===== config.mk =====
export PLATFORM = sky130hd
export DESIGN_NAME = mux6_rr_scheduler_flat
export DESIGN_NICKNAME = d
export VERILOG_FILES = /design/src/rtl/mux6_rr_scheduler_pkg.sv /design/src/rtl/mux6_rr_scheduler_if.sv /design/src/rtl/mux6_rr_scheduler_rr_pick.sv /design/src/rtl/mux6_rr_scheduler.sv /design/src/flat_wrapper.sv
export SDC_FILE = /design/constraint.sdc
export NUM_CORES = 1
export LEC_CHECK = 0
export BUFFER_PORTS_ARGS = -buffer_cell sky130_fd_sc_hd__buf_2
export CAP_MARGIN = 10
export CORE_MARGIN = 2
export CORE_UTILIZATION = 58
export CTS_BUF_LIST = sky130_fd_sc_hd__clkbuf_16
export DETAILED_ROUTE_END_ITERATION = 7
export HOLD_SLACK_MARGIN = 0.1
export PLACE_DENSITY = 0.8
export SETUP_SLACK_MARGIN = 0.1
export SLEW_MARGIN = 15
export SYNTH_ARGS = -nofsm -noshare
export SYNTH_HDL_FRONTEND = slang
export SYNTH_SLANG_ARGS = --single-unit

===== constraint.sdc =====
create_clock -name Clock -period 4.3 [get_ports Clock]
set_input_delay 0.215 -clock Clock [delete_from_list [all_inputs] [get_ports Clock]]
set_output_delay 0.215 -clock Clock [all_outputs]
set_load 0.05 [all_outputs]

===== src/rtl/mux6_rr_scheduler_pkg.sv =====
// mux_sched_pkg: shared state encoding, defaults and helpers for the
// round-robin mux scheduler (timeout build: MUX6_SCHED_TIMEOUT_EN).
package mux_sched_pkg;

  typedef enum logic [1:0] {
    IDLE  = 2'b00,
    GRANT = 2'b01,
    GUARD = 2'b10
  } state_t;

  localparam int DEF_NUM_REQ  = 6;
  localparam int DEF_SEL_W    = 3;
  localparam int DEF_MAX_HOLD = 16;
  localparam int HOLD_W       = 8;

  function automatic logic [DEF_NUM_REQ-1:0] onehot(
    input logic [DEF_SEL_W-1:0] idx
  );
    onehot = DEF_NUM_REQ'(1) << idx;
  endfunction

endpackage


===== src/rtl/mux6_rr_scheduler_if.sv =====
// Request/grant bundle between requesters and the mux scheduler.
// Same signal set in both builds (MUX6_SCHED_TIMEOUT_EN adds no ports).
interface mux6_rr_scheduler_if
  import mux_sched_pkg::*;
#(
  parameter int NUM_REQ = DEF_NUM_REQ,
  parameter int SEL_W   = DEF_SEL_W
);
  logic               Enable;
  logic [NUM_REQ-1:0] Req;
  logic [NUM_REQ-1:0] Grant;
  logic [SEL_W-1:0]   MuxSelect;
  logic               SelValid;
  logic               Preempt;

  modport master (
    input  Enable, Req,
    output Grant, MuxSelect, SelValid, Preempt
  );

  modport slave (
    output Enable, Req,
    input  Grant, MuxSelect, SelValid, Preempt
  );
endinterface


===== src/rtl/mux6_rr_scheduler_rr_pick.sv =====
// rr_pick: combinational rotating priority encoder, first set req
// at or after ptr, wrapping modulo N.
module rr_pick #(
  parameter int N = 6,
  parameter int W = 3
) (
  input  logic [N-1:0] req,
  input  logic [W-1:0] ptr,
  output logic         found,
  output logic [W-1:0] idx
);
  int         j;
  logic [W-1:0] jw;

  // Scan from lowest priority down so the last hit wins.
  always_comb begin
    found = 1'b0;
    idx   = '0;
    j     = 0;
    jw    = '0;
    for (int i = N - 1; i >= 0; i--) begin
      j = int'(ptr) + i;
      if (j >= N) j = j - N;
      jw = W'(j);
      if (req[jw]) begin
        found = 1'b1;
        idx   = jw;
      end
    end
  end
endmodule


===== src/rtl/mux6_rr_scheduler.sv =====
// mux6_rr_scheduler: round-robin owner of a shared 6:1 mux select.
// Define MUX6_SCHED_TIMEOUT_EN for MAX_HOLD forced release + Preempt.
module mux6_rr_scheduler
  import mux_sched_pkg::*;
#(
  parameter int NUM_REQ = DEF_NUM_REQ,
  parameter int SEL_W   = DEF_SEL_W
`ifdef MUX6_SCHED_TIMEOUT_EN
  , parameter int MAX_HOLD = DEF_MAX_HOLD
`endif
) (
  input logic Clock,
  input logic Resetn,
  mux6_rr_scheduler_if.master bus
);
  state_t             state_q, state_d;
  logic [NUM_REQ-1:0] grant_q, grant_d;
  logic [SEL_W-1:0]   sel_q, sel_d;
  logic               valid_q, valid_d;
  logic [SEL_W-1:0]   ptr_q, ptr_d;
  logic [SEL_W-1:0]   nxt_ptr;
  logic               found;
  logic [SEL_W-1:0]   pick;
`ifdef MUX6_SCHED_TIMEOUT_EN
  logic [HOLD_W-1:0]  cnt_q, cnt_d;
  logic               pre_q, pre_d;
`endif

  rr_pick #(.N(NUM_REQ), .W(SEL_W)) u_pick (
    .req  (bus.Req),
    .ptr  (ptr_q),
    .found(found),
    .idx  (pick)
  );

  assign nxt_ptr = (sel_q == SEL_W'(NUM_REQ - 1)) ? '0 : sel_q + 1'b1;

  always_comb begin
    state_d = state_q;
    grant_d = grant_q;
    sel_d   = sel_q;
    valid_d = valid_q;
    ptr_d   = ptr_q;
`ifdef MUX6_SCHED_TIMEOUT_EN
    cnt_d   = cnt_q;
    pre_d   = 1'b0;
`endif
    unique case (1'b1)
      (state_q == GRANT): begin
`ifdef MUX6_SCHED_TIMEOUT_EN
        cnt_d = cnt_q + 1'b1;
`endif
        if (!bus.Req[sel_q]) begin
          state_d = GUARD;
          grant_d = '0;
          valid_d = 1'b0;
          ptr_d   = nxt_ptr;
`ifdef MUX6_SCHED_TIMEOUT_EN
        end else if (cnt_q == HOLD_W'(MAX_HOLD - 1)) begin
          state_d = GUARD;
          grant_d = '0;
          valid_d = 1'b0;
          ptr_d   = nxt_ptr;
          pre_d   = 1'b1;
`endif
        end
      end
      // IDLE and GUARD both arbitrate; MuxSelect keeps the last owner.
      default: begin
        state_d = IDLE;
        grant_d = '0;
        valid_d = 1'b0;
        if (bus.Enable && found) begin
          state_d = GRANT;
          grant_d = NUM_REQ'(onehot(DEF_SEL_W'(pick)));
          sel_d   = pick;
          valid_d = 1'b1;
`ifdef MUX6_SCHED_TIMEOUT_EN
          cnt_d   = '0;
`endif
        end
      end
    endcase
  end

  always_ff @(posedge Clock or negedge Resetn) begin
    if (!Resetn) begin
      state_q <= IDLE;
      grant_q <= '0;
      sel_q   <= '0;
      valid_q <= 1'b0;
      ptr_q   <= '0;
`ifdef MUX6_SCHED_TIMEOUT_EN
      cnt_q   <= '0;
      pre_q   <= 1'b0;
`endif
    end else begin
      state_q <= state_d;
      grant_q <= grant_d;
      sel_q   <= sel_d;
      valid_q <= valid_d;
      ptr_q   <= ptr_d;
`ifdef MUX6_SCHED_TIMEOUT_EN
      cnt_q   <= cnt_d;
      pre_q   <= pre_d;
`endif
    end
  end

  assign bus.Grant     = grant_q;
  assign bus.MuxSelect = sel_q;
  assign bus.SelValid  = valid_q;
`ifdef MUX6_SCHED_TIMEOUT_EN
  assign bus.Preempt   = pre_q;
`else
  assign bus.Preempt   = 1'b0;
`endif
endmodule


===== src/flat_wrapper.sv =====
// flat-port wrapper written by rule: the top's interface ports become plain ports
module mux6_rr_scheduler_flat import mux_sched_pkg::*;
#(
  parameter int NUM_REQ = DEF_NUM_REQ,
  parameter int SEL_W   = DEF_SEL_W

)
  (Clock, Resetn, bus_Enable, bus_Req, bus_Grant, bus_MuxSelect, bus_SelValid, bus_Preempt);
  mux6_rr_scheduler_if #(.NUM_REQ(NUM_REQ), .SEL_W(SEL_W)) bus_i ();
  input logic Clock;
  input logic Resetn;
  input wire logic [$bits(bus_i.Enable)-1:0] bus_Enable;
  input wire logic [$bits(bus_i.Req)-1:0] bus_Req;
  output wire logic [$bits(bus_i.Grant)-1:0] bus_Grant;
  output wire logic [$bits(bus_i.MuxSelect)-1:0] bus_MuxSelect;
  output wire logic [$bits(bus_i.SelValid)-1:0] bus_SelValid;
  output wire logic [$bits(bus_i.Preempt)-1:0] bus_Preempt;
  assign bus_i.Enable = bus_Enable;
  assign bus_i.Req = bus_Req;
  assign bus_Grant = bus_i.Grant;
  assign bus_MuxSelect = bus_i.MuxSelect;
  assign bus_SelValid = bus_i.SelValid;
  assign bus_Preempt = bus_i.Preempt;
  mux6_rr_scheduler #(.NUM_REQ(NUM_REQ), .SEL_W(SEL_W)) u_core (.Clock(Clock), .Resetn(Resetn), .bus(bus_i));
endmodule

==> results.py <==
metrics = {
    "yosys": {
        "synth_compound_area_frac": 0.263,
        "yosys_warnings": 0,
        "syn_area_per_cell_sq_um": 9.01,
        "muxShareOfSynthArea": 0.158,
        "synth_edf_count": 0,
        "synthAdderAreaFrac": 0.0613,
        "synth_top_family_by_area": "compound AO/OA/AOI/OAI gates",
        "ys_ff_latch": 14,
        "yosysSeqAreaShare": 0.215,
        "yosys-top-cells-area": "dfrtp_1 (21%), mux2i_1 (7.4%), ha_1 (6.1%)",
        "synthCells": 181,
        "yosysTopAreaCell": "dfrtp_1",
        "synth_xor_area_frac": 0.0422,
        "async_flop_share": 1.00,
        "ys.flop_type": "dfrtp_1",
        "synthesis.area_sq_um": 1630,
        "synth.top_cell.area_share": 0.215,
        "synth_simple_gate_area_frac": 0.205,
        "synth_cell_types": 61,
        "synthesis.nets": 198,
    },
    "setup_path": {
        "regToRegEndpoint": "u_core.bus.Grant[0]$_DFFE_PN0P_",
        "critPathLaunchType": "flop",
        "r2r_start": "u_core.ptr_q[2]$_DFFE_PN0P_",
        "rr_worst_depth": 9,
        "worstSetupPathType": "reg2reg",
        "worstPathRequired_ns": 4.42,
        "r2r_slack_ns": 0.95,
        "critPathMaxFanout": 11,
        "endpoint_kind": "flop",
        "arrival_ns": 3.48,
    },
    "sta": {
        "worstMarginPinSlew_ns": 0.692,
        "max_slew_margin": 0.539,
        "timing.final.ws_setup_ns": 0.945,
        "clock_skew_ns": 0.000862,
        "tns_ns": 0,
        "fin_crit_sh": 0.780,
        "slew_viol_final": 0,
        "period_needed_ns": 3.35,
        "finalHoldViolations": 0,
        "rsz0062_at_grt": "no",
        "max_freq_mhz": 298,
        "setup_violations": 0,
    },
    "die": {
        "ioPinCount": 20,
        "initial_core_util": 0.602,
        "die-area_sq_um": 3250,
        "num_rows": 19,
        "die_x_um": 57.0,
        "core_region_area_sq_um": 2710,
        "dieHeight_um": 57.0,
    },
    "drt": {
        "ant_nets": 0,
        "drtPass1Iterations": 4,
        "drt_wl_total_mm": 4.19,
        "first_iter_violations": 68,
        "vias_per_cell": 6.62,
        "vias": 1497,
        "wl_per_cell_um": 18.5,
        "drc": 0,
    },
    "global_route": {
        "antenna_found_initial": 0,
        "globalRouteOverflowTotal": 0,
        "grt.total_usage": 0.277,
        "grt_max_degree": 23,
        "grt_pass1_wl_mm": 7.09,
        "grt_pass1_vias": 1480,
    },
    "place": {
        "gp_congestion": 0.886,
        "portBuffers": 18,
        "dp.cells": 221,
        "post-place-ws_ns": 1.03,
        "placed_area_sq_um": 1700,
        "hpwl_mm": 3.13,
    },
    "final_layout": {
        "layout.nets": 213,
        "antenna_cells": 0,
        "final_layout_size_suffix_gt1_frac": 0.221,
        "syn_to_final_growth_pct": 9.82,
        "layout_common_cells": "buf_2 (18), dfrtp_1 (14), nand2_1 (13)",
        "fin_area_sq_um": 1790,
        "final_common_cell": "buf_2",
        "instances_no_fill": 226,
    },
    "cts": {
        "clk_latency_ns": 0.24,
        "cts_htree_levels": 1,
        "clkTransAtPathRegs_ns": 0.04,
        "cts_made_buffers": 3,
        "root_buffer": "clkbuf_16",
        "post_cts_buffers": 0,
        "cts_sinks": 14,
        "cts_tree": "yes",
        "cts_buffer_depth": 2,
    },
    "flow_run": {
        "max_cap_viol_count": 0,
    },
    "status": {
        "outcome": "completed",
    },
    "worst_hold_path": {
        "hold_class": "in2async",
    },
}
==> per-layer routing <==
| layer | routed length, um | GRT usage |
|---|---|---|
| met3 | 239 | 0.0317 |
| met5 | 0 | 0 |
| met2 | 2080 | 0.458 |
| met4 | 127 | 0.113 |
| met1 | 1740 | 0.372 |
==> worst max path at each step <==
stage	depth (start not counted)	startpoint	endpoint	slack, ns
finish	9	u_core.ptr_q[2]$_DFFE_PN0P_	u_core.bus.Grant[0]$_DFFE_PN0P_	0.95
global route	9	u_core.ptr_q[2]$_DFFE_PN0P_	u_core.bus.Grant[0]$_DFFE_PN0P_	0.80
CTS	9	u_core.ptr_q[2]$_DFFE_PN0P_	u_core.bus.Grant[0]$_DFFE_PN0P_	1.00
detailed placement	9	u_core.ptr_q[2]$_DFFE_PN0P_	u_core.bus.Grant[0]$_DFFE_PN0P_	1.03
global placement	9	u_core.ptr_q[2]$_DFFE_PN0P_	u_core.bus.Grant[0]$_DFFE_PN0P_	1.17
floorplan	12	u_core.ptr_q[0]$_DFFE_PN0P_	u_core.bus.Grant[0]$_DFFE_PN0P_	1.33
==> final cells by class <==
class                           instances  area, sq um
Inverter                                6         22.5
Fill cell                             198          918
Clock inverter                          1         3.75
Sequential cell                        14          350
Tap cell                               31         38.8
Multi-Input combinational cell        151         1190
Clock buffer                            3         75.1
Timing Repair Buffer                   20          108
==> synth_stat cells (2+ instances only) <==
cell type and count:
a211oi_1 2, nand2_1 13, mux4_2 2, xnor2_1 2, xor2_1 4, a31oi_1 3
mux2_2 5, o22ai_1 2, nor2b_1 2, dfrtp_1 14, nand4_1 3, mux2i_1 12
and3_1 2, a21o_1 2, a21oi_1 11, nand2b_1 7, nor2_1 9, nand3_1 6
nor3_1 2, buf_6 2, buf_2 4, a22o_1 4, o21ai_1 3, inv_1 6
a32oi_1 2, and2_1 5, buf_4 2, o21a_1 3, a211o_1 2, ha_1 8
o21ai_0 7
==> registers in the layout (all words and copies together), names as in the netlist <==
| signal | count |
|---|---|
| u_core.bus.MuxSelect | 3 |
| u_core.ptr_q | 3 |
| u_core.state_q | 2 |
| u_core.bus.Grant | 6 |
==> through the flow <==
| step | hold WS, ns | util |
|---|---|---|
| detailed placement | 0.121 | 0.628 |
| CTS | 0.400 | 0.661 |
| global route | 0.426 | 0.661 |
| global placement | 0.114 | 0.628 |
| floorplan | -0.0806 | - |
| finish | 0.400 | 0.661 |
==> worst max-delay path, cell delays in order (launching register included) <==
cell and delay [ns]:
dfrtp_1 0.61, inv_1 0.23, ha_1 0.42, mux2i_1 0.53, nor3b_2 0.17, a211oi_2 0.34, and3_1 0.25, a41oi_4 0.18
nor3b_4 0.22, a32o_1 0.28
==> repair_timing <==
item / 4_1_cts / 5_1_grt
hold buffers: 1 / 0
endpoints found under the setup margin: 0 / 0
resized for setup: 0 / 0
endpoints found under the hold margin: 14 / 0
==> kinds of logic after synthesis <==
logic type	Yosys count
other	1
multiplexers	21
XOR/XNOR	7
adder cells (fa/ha/maj)	8
AND/OR/NAND/NOR	59
buffers and inverters	16
AO/OA/AOI/OAI	55
flip-flops	14
Power is left out: the tool's default activity adds up to more than one toggle a clock period on the data nets, which glitch-free logic cannot reach.
